`src/rtl/dmem_pkg.sv`:
```
// dmem_pkg: shared funct3 codes, FSM states and requester ids for the data-memory port arbiter
package dmem_pkg;
  localparam logic [2:0] F3_LB  = 3'b000;
  localparam logic [2:0] F3_LH  = 3'b001;
  localparam logic [2:0] F3_LW  = 3'b010;
  localparam logic [2:0] F3_LBU = 3'b100;
  localparam logic [2:0] F3_LHU = 3'b101;
  localparam logic REQ_IF = 1'b0;
  localparam logic REQ_LS = 1'b1;
  typedef enum logic [1:0] {S_IDLE, S_WAIT, S_RESP} state_e;
endpackage

```
`src/rtl/dmem_lane_align.sv`:
```
// dmem_lane_align: sub-word store lane placement, load extraction/extension and access legality check
module dmem_lane_align
  import dmem_pkg::*;
(
  input  logic [2:0]  funct3_i,
  input  logic        we_i,
  input  logic [1:0]  addr_lo_i,
  input  logic [31:0] wdata_i,
  input  logic [31:0] rdata_i,
  output logic [3:0]  be_o,
  output logic [31:0] wdata_o,
  output logic [31:0] rdata_o,
  output logic        err_o
);
  logic [31:0] sh;
  logic illegal, misal;
  always_comb begin
    sh = rdata_i >> {addr_lo_i, 3'b000};
    be_o = funct3_i[1] ? 4'b1111 : (funct3_i[0] ? 4'b0011 : 4'b0001) << addr_lo_i;
    wdata_o = wdata_i << {addr_lo_i, 3'b000};
    illegal = funct3_i == 3'b011 || funct3_i[2:1] == 2'b11 || (we_i && funct3_i[2]);
    misal = (funct3_i[1:0] == 2'b01 && addr_lo_i[0]) || (funct3_i[1:0] == 2'b10 && addr_lo_i != 2'b00);
    err_o = illegal || misal;
    rdata_o = funct3_i == F3_LB  ? {{24{sh[7]}}, sh[7:0]} :
              funct3_i == F3_LBU ? {24'h0, sh[7:0]} :
              funct3_i == F3_LH  ? {{16{sh[15]}}, sh[15:0]} :
              funct3_i == F3_LHU ? {16'h0, sh[15:0]} :
              funct3_i == F3_LW  ? sh : 32'h0;
  end
endmodule

```
`src/rtl/dmem_port_arbiter.sv`:
```
// dmem_port_arbiter: round-robin fetch/LSU arbiter sequencing one access at a time through a fixed-latency memory
module dmem_port_arbiter
  import dmem_pkg::*;
#(
  parameter int ADDR_W  = 32,
  parameter int MEM_LAT = 1
) (
  input  logic              clk,
  input  logic              rst_n,
  input  logic              if_req,
  input  logic [ADDR_W-1:0] if_addr,
  output logic              if_gnt,
  output logic              if_rvalid,
  output logic [31:0]       if_rdata,
  input  logic              ls_req,
  input  logic              ls_we,
  input  logic [2:0]        ls_funct3,
  input  logic [ADDR_W-1:0] ls_addr,
  input  logic [31:0]       ls_wdata,
  output logic              ls_gnt,
  output logic              ls_rvalid,
  output logic [31:0]       ls_rdata,
  output logic              ls_err,
  output logic              mem_en,
  output logic              mem_we,
  output logic [3:0]        mem_be,
  output logic [ADDR_W-3:0] mem_addr,
  output logic [31:0]       mem_wdata,
  input  logic [31:0]       mem_rdata
);
  localparam int CW = $clog2(MEM_LAT + 1);
  state_e state_q, state_d;
  logic [CW-1:0] cnt_q, cnt_d;
  logic last_q, we_q;
  logic [2:0] f3_q;
  logic [1:0] lo_q;
  logic if_rvalid_q, ls_rvalid_q, ls_err_q;
  logic [31:0] if_rdata_q, ls_rdata_q;
  logic in_wait, done, can_gnt, pick_ls, any_gnt, a_err;
  logic [3:0] a_be;
  logic [31:0] a_wdata, a_rdata;
  logic unused_addr_bits;
  assign in_wait = state_q == S_WAIT;
  assign done = in_wait && cnt_q == CW'(1);
  assign can_gnt = rst_n && !in_wait;
  assign pick_ls = ls_req && (!if_req || last_q == REQ_IF);
  assign ls_gnt = can_gnt && pick_ls;
  assign if_gnt = can_gnt && if_req && !pick_ls;
  assign any_gnt = ls_gnt || if_gnt;
  assign unused_addr_bits = ^if_addr[1:0];
  assign if_rvalid = if_rvalid_q;
  assign if_rdata = if_rdata_q;
  assign ls_rvalid = ls_rvalid_q;
  assign ls_rdata = ls_rdata_q;
  assign ls_err = ls_err_q;
  // grant path sees the live LS request, response path the attributes latched at grant
  dmem_lane_align u_align (
    .funct3_i (in_wait ? f3_q : ls_funct3),
    .we_i     (in_wait ? we_q : ls_we),
    .addr_lo_i(in_wait ? lo_q : ls_addr[1:0]),
    .wdata_i  (ls_wdata),
    .rdata_i  (mem_rdata),
    .be_o     (a_be),
    .wdata_o  (a_wdata),
    .rdata_o  (a_rdata),
    .err_o    (a_err)
  );
  always_ff @(posedge clk) begin
    if (!rst_n) begin
      state_q <= S_IDLE;
      cnt_q <= '0;
      last_q <= REQ_IF;
    end else begin
      state_q <= state_d;
      cnt_q <= cnt_d;
      if (any_gnt) last_q <= ls_gnt ? REQ_LS : REQ_IF;
    end
  end
  always_comb begin
    state_d = any_gnt ? (ls_gnt && a_err ? S_RESP : S_WAIT) : S_IDLE;
    cnt_d = any_gnt ? CW'(MEM_LAT) : cnt_q;
    if (in_wait) begin
      state_d = done ? S_RESP : S_WAIT;
      cnt_d = cnt_q - CW'(1);
    end
  end
  always_comb begin
    mem_en = if_gnt || (ls_gnt && !a_err);
    mem_we = ls_gnt && !a_err && ls_we;
    mem_be = mem_we ? a_be : 4'b0000;
    mem_wdata = mem_we ? a_wdata : 32'h0;
    mem_addr = if_gnt ? if_addr[ADDR_W-1:2] : mem_en ? ls_addr[ADDR_W-1:2] : '0;
  end
  always_ff @(posedge clk) begin
    if (!rst_n) begin
      if_rvalid_q <= 1'b0;
      ls_rvalid_q <= 1'b0;
      ls_err_q <= 1'b0;
      if_rdata_q <= '0;
      ls_rdata_q <= '0;
      f3_q <= '0;
      we_q <= 1'b0;
      lo_q <= '0;
    end else begin
      if_rvalid_q <= done && last_q == REQ_IF;
      ls_rvalid_q <= (done && last_q == REQ_LS) || (ls_gnt && a_err);
      ls_err_q <= ls_gnt && a_err;
      if (ls_gnt) begin
        f3_q <= ls_funct3;
        we_q <= ls_we;
        lo_q <= ls_addr[1:0];
      end
      if (done && last_q == REQ_IF) if_rdata_q <= mem_rdata;
      if (done && last_q == REQ_LS) ls_rdata_q <= we_q ? 32'h0 : a_rdata;
      if (ls_gnt && a_err) ls_rdata_q <= 32'h0;
    end
  end
endmodule

```
`config.mk`:
```
export PLATFORM = sky130hd
export DESIGN_NAME = dmem_port_arbiter
export DESIGN_NICKNAME = d
export VERILOG_FILES = /design/src/rtl/dmem_pkg.sv /design/src/rtl/dmem_lane_align.sv /design/src/rtl/dmem_port_arbiter.sv
export SDC_FILE = /design/constraint.sdc
export NUM_CORES = 1
export LEC_CHECK = 0
export ABC_AREA = 1
export BUFFER_PORTS_ARGS = -buffer_cell sky130_fd_sc_hd__buf_2
export CAP_MARGIN = 10
export CELL_PAD_IN_SITES_DETAIL_PLACEMENT = 0
export CELL_PAD_IN_SITES_GLOBAL_PLACEMENT = 1
export CORE_ASPECT_RATIO = 2
export CORE_MARGIN = 2
export CORE_UTILIZATION = 31
export DETAILED_ROUTE_END_ITERATION = 8
export PLACE_DENSITY_LB_ADDON = 0.1
export SETUP_SLACK_MARGIN = 0.4
export SLEW_MARGIN = 0
export SYNTH_ARGS = -nofsm -noshare
export SYNTH_HDL_FRONTEND = slang
export SYNTH_SLANG_ARGS = --single-unit
```
`constraint.sdc`:
```
create_clock -name clk -period 3.59 [get_ports clk]
set_input_delay 0.8975 -clock clk [delete_from_list [all_inputs] [get_ports clk]]
set_output_delay 0.8975 -clock clk [all_outputs]
set_load 0.1 [all_outputs]
```
==> results.sh <==
export IMPL_status="finished, final reports clean"
export IMPL_syn_area_sq_um=4940
export IMPL_port_buffers=270
export IMPL_post_route_min_period_ns=3.20
export IMPL_htree_levels=3
export IMPL_hold_class="reg2reg"
export IMPL_cp_end_kind="primary output"
export IMPL_grt_overflow=0
export IMPL_synthCells=836
export IMPL_skew_ns=0.00672
export IMPL_cts_root_buf="clkbuf_16"
export IMPL_area_delta_synth_final_pct=80.9
export IMPL_fin_crit_sh_pct=89.0
export IMPL_drt_pass1_iter_count=5
export IMPL_postLayoutCellArea_sq_um=8930
export IMPL_ys_warnings_count=0
export IMPL_clock_fmax_ghz=0.313
export IMPL_crit_chain="buf_6 -> inv_2 -> nor2_4 -> inv_2 -> nor2_8 -> buf_4 -> nand3_4 -> buf_16 -> o21ai_4 -> buf_12"
export IMPL_die_area_sq_um=17000
export IMPL_cts_tree="yes"
export IMPL_drv_cap=0
export IMPL_setup_viol=0
export IMPL_grt_pass1_wl_um=32900
export IMPL_ant_nets=0
export IMPL_wl_met1_um=7510
export IMPL_crit_buf_inv=6
export IMPL_grt_max_degree=51
export IMPL_place_congestion=0.871
export IMPL_io_pins=273
export IMPL_fin_nets=1249
export IMPL_critPathTopFamily="buffers and inverters"
export IMPL_drive_gt1_share_pct=40.6
export IMPL_leakage_nw=4.39
export IMPL_clk_insertion_delay_late_ns=0.34
export IMPL_grt_pass1_vias=6182
export IMPL_fill_cells=1572
export IMPL_ir_drop_mv=0.300
export IMPL_place_hpwl_um=17000
export IMPL_ys_ff_latch=77
export IMPL_fin_ws_ns=0.393
export IMPL_wl_met2_um=11600
export IMPL_relSlewSlack_pct=53.9
export IMPL_setup_worst_path_start_class="input port"
export IMPL_synth_distinct_cells=28
export IMPL_synth_fp_nets=972
export IMPL_ctsLongestPathBuffers=2
export IMPL_drv_slew=0
export IMPL_powerDensity_nw_per_um2=375
export IMPL_synth_edf_count=0
export IMPL_grtUsageTotal_pct=24.9
export IMPL_dr_wl_met3_um=1210
export IMPL_highest_layer="met4"
export IMPL_ys_async_sr_fraction_pct=0
export IMPL_vias=6268
export IMPL_start_util_pct=31.5
export IMPL_cts_sinks=77
export IMPL_fp_dieW_um=93.3
export IMPL_critPathKind="in2out"
export IMPL_dpl_cell_area_sq_um=8160
export IMPL_hold_buffers=0
export IMPL_rows=65
export IMPL_tightest_slew_ns=0.686
export IMPL_ys_seq_area_share_pct=31.2
export IMPL_rsz0062_at_grt="yes"
export IMPL_drt_initial_drc_count=277
export IMPL_postSynthAreaPerCell_sq_um=5.91
export IMPL_cpMostUsedCell="inv_2"
export IMPL_numCtsBuffers=9
export IMPL_grt_antenna_before_repair=1
export IMPL_clk_pin_slew_ns=0.05
export IMPL_cp_arrival_ns=2.30
export IMPL_pre_cts_ws_ns=0.0476
export IMPL_required_ns=2.69
export IMPL_via_per_inst=4.75
export IMPL_ys_flop_type="dfxtp_1"
export IMPL_slowest_stage="buf_16"
export IMPL_die_h_um=183
export IMPL_route_detailed_drc=0
export IMPL_core_area_sq_um=15700
export IMPL_wl_per_cell_um=16.2
export IMPL_max_stage_delay_ns=0.24
export IMPL_critical_path_max_fanout=15
export IMPL_timing_hold_violations_final=0
export IMPL_wl_um=21300
-- tightest hold or removal path, delay by kind of cell (launching register included) --
kind | cells | cell delay, ns
and+or+nand+nor | 1 | 0.06
DFF | 1 | 0.30
AOI/OAI and AO/OA | 1 | 0.05
-- report_power, final --
| group | switching (mW) | internal [mW] | total [mW] | leakage, nW |
|---|---|---|---|---|
| Combinational | 1.11 | 0.503 | 1.61 | 3.63 |
| Clock | 0.340 | 0.481 | 0.821 | 0.129 |
| Sequential | 0.0266 | 0.892 | 0.918 | 0.624 |
-- routing by layer --
metal  GRT usage, %  up-vias
li1               -     3212
met1           25.2     2782
met2           47.0      228
met3           4.38       46
met4           13.0        0
met5              0        -
-- cell usage after synthesis (2+ instances only) --
cell type	count	area (sq um)
nand2_1	287	1080
o21ai_0	92	460
dfxtp_1	77	1540
inv_1	76	285
nand3_1	74	370
a21oi_1	63	315
nor2_1	62	233
clkbuf_1	23	86.3
buf_2	18	90.1
nor2_2	9	56.3
nand2_2	8	50.1
o211ai_1	7	52.6
o21a_1	7	52.6
buf_4	5	37.5
inv_2	5	18.8
nor2_4	5	56.3
buf_1	2	7.51
buf_6	2	22.5
clkinv_1	2	7.51
inv_4	2	12.5
nand3_2	2	20.0
o21ai_1	2	10.0
-- registers in the layout (all words and copies together) (netlist names) --
register,flops
cnt_q,1
last_q,1
if_rvalid,1
lo_q,2
ls_err,1
state_q,2
we_q,1
ls_rdata,32
if_rdata,32
ls_rvalid,1
f3_q,3
-- worst paths after layout --
kind,start,to,slack (ns),cells past startpoint
worst min register to register,ls_rdata[25]$_SDFFE_PP0P_,ls_rdata[25]$_SDFFE_PP0P_,0.46,2
worst min-delay path,ls_rdata[25]$_SDFFE_PP0P_,ls_rdata[25]$_SDFFE_PP0P_,0.46,2
worst max register to register,state_q[1]$_SDFF_PN0_,ls_rdata[14]$_SDFFE_PP0P_,1.34,13
worst max-delay path,rst_n,mem_addr[13],0.39,10
-- cells by family (layout without fill, tap and decap cells) --
kind of cell	after synthesis	in the layout	synth area share, %
compound gates	171	171	18.0
buf+inv	136	417	11.8
flops	77	77	31.2
other cells	0	1	0
simple gates	452	452	39.0
-- layout by cell type (no fill, tap or decap), types with 2 or more instances in the layout --
master,instances
nand2_1,267
buf_2,197
dfxtp_1,76
buf_12,74
inv_1,71
nand3_1,71
a21oi_1,55
o21ai_0,53
nor2_1,41
nor2_4,35
buf_4,31
o21ai_4,30
nand2_4,15
nand2_2,13
clkbuf_16,11
inv_2,10
o21ai_1,10
a21oi_4,8
buf_6,8
o211ai_1,7
o21a_1,7
nand3_2,4
clkbuf_1,3
buf_8,3
inv_4,2
nand3_4,2
clkinv_2,2
buf_16,2
-- stage by stage --
stage	instances	utilization, %	hold WS, ns	setup TNS [ns]	total power [mW]
2_1_floorplan	836	-	0.452	-2.52	1.99
3_3_place_gp	1279	52.0	0.450	0	2.43
3_5_place_dp	1279	52.0	0.455	0	2.43
4_1_cts	1306	55.5	0.464	0	3.33
5_1_grt	1319	56.9	0.486	0	3.52
6_report	1319	56.9	0.463	0	3.35
-- cell type report --
type	instances	area (sq um)	area share, %
Multi-Input combinational cell	623	3610	40.4
Timing Repair Buffer	317	2940	32.9
Tap cell	201	251	2.81
Sequential cell	77	1550	17.3
Inverter	85	329	3.68
Antenna cell	1	2.50	0.0280
Clock inverter	2	10.0	0.112
Clock buffer	13	250	2.80
-- timing repair --
action | in CTS | in global routing
setup endpoints to repair | 68 | 68
buffers inserted | 11 | 10
pin swaps | 16 | 16
cloned | 1 | 2
gates resized for setup | 56 | 28
Power figures use the tool's default switching activity.
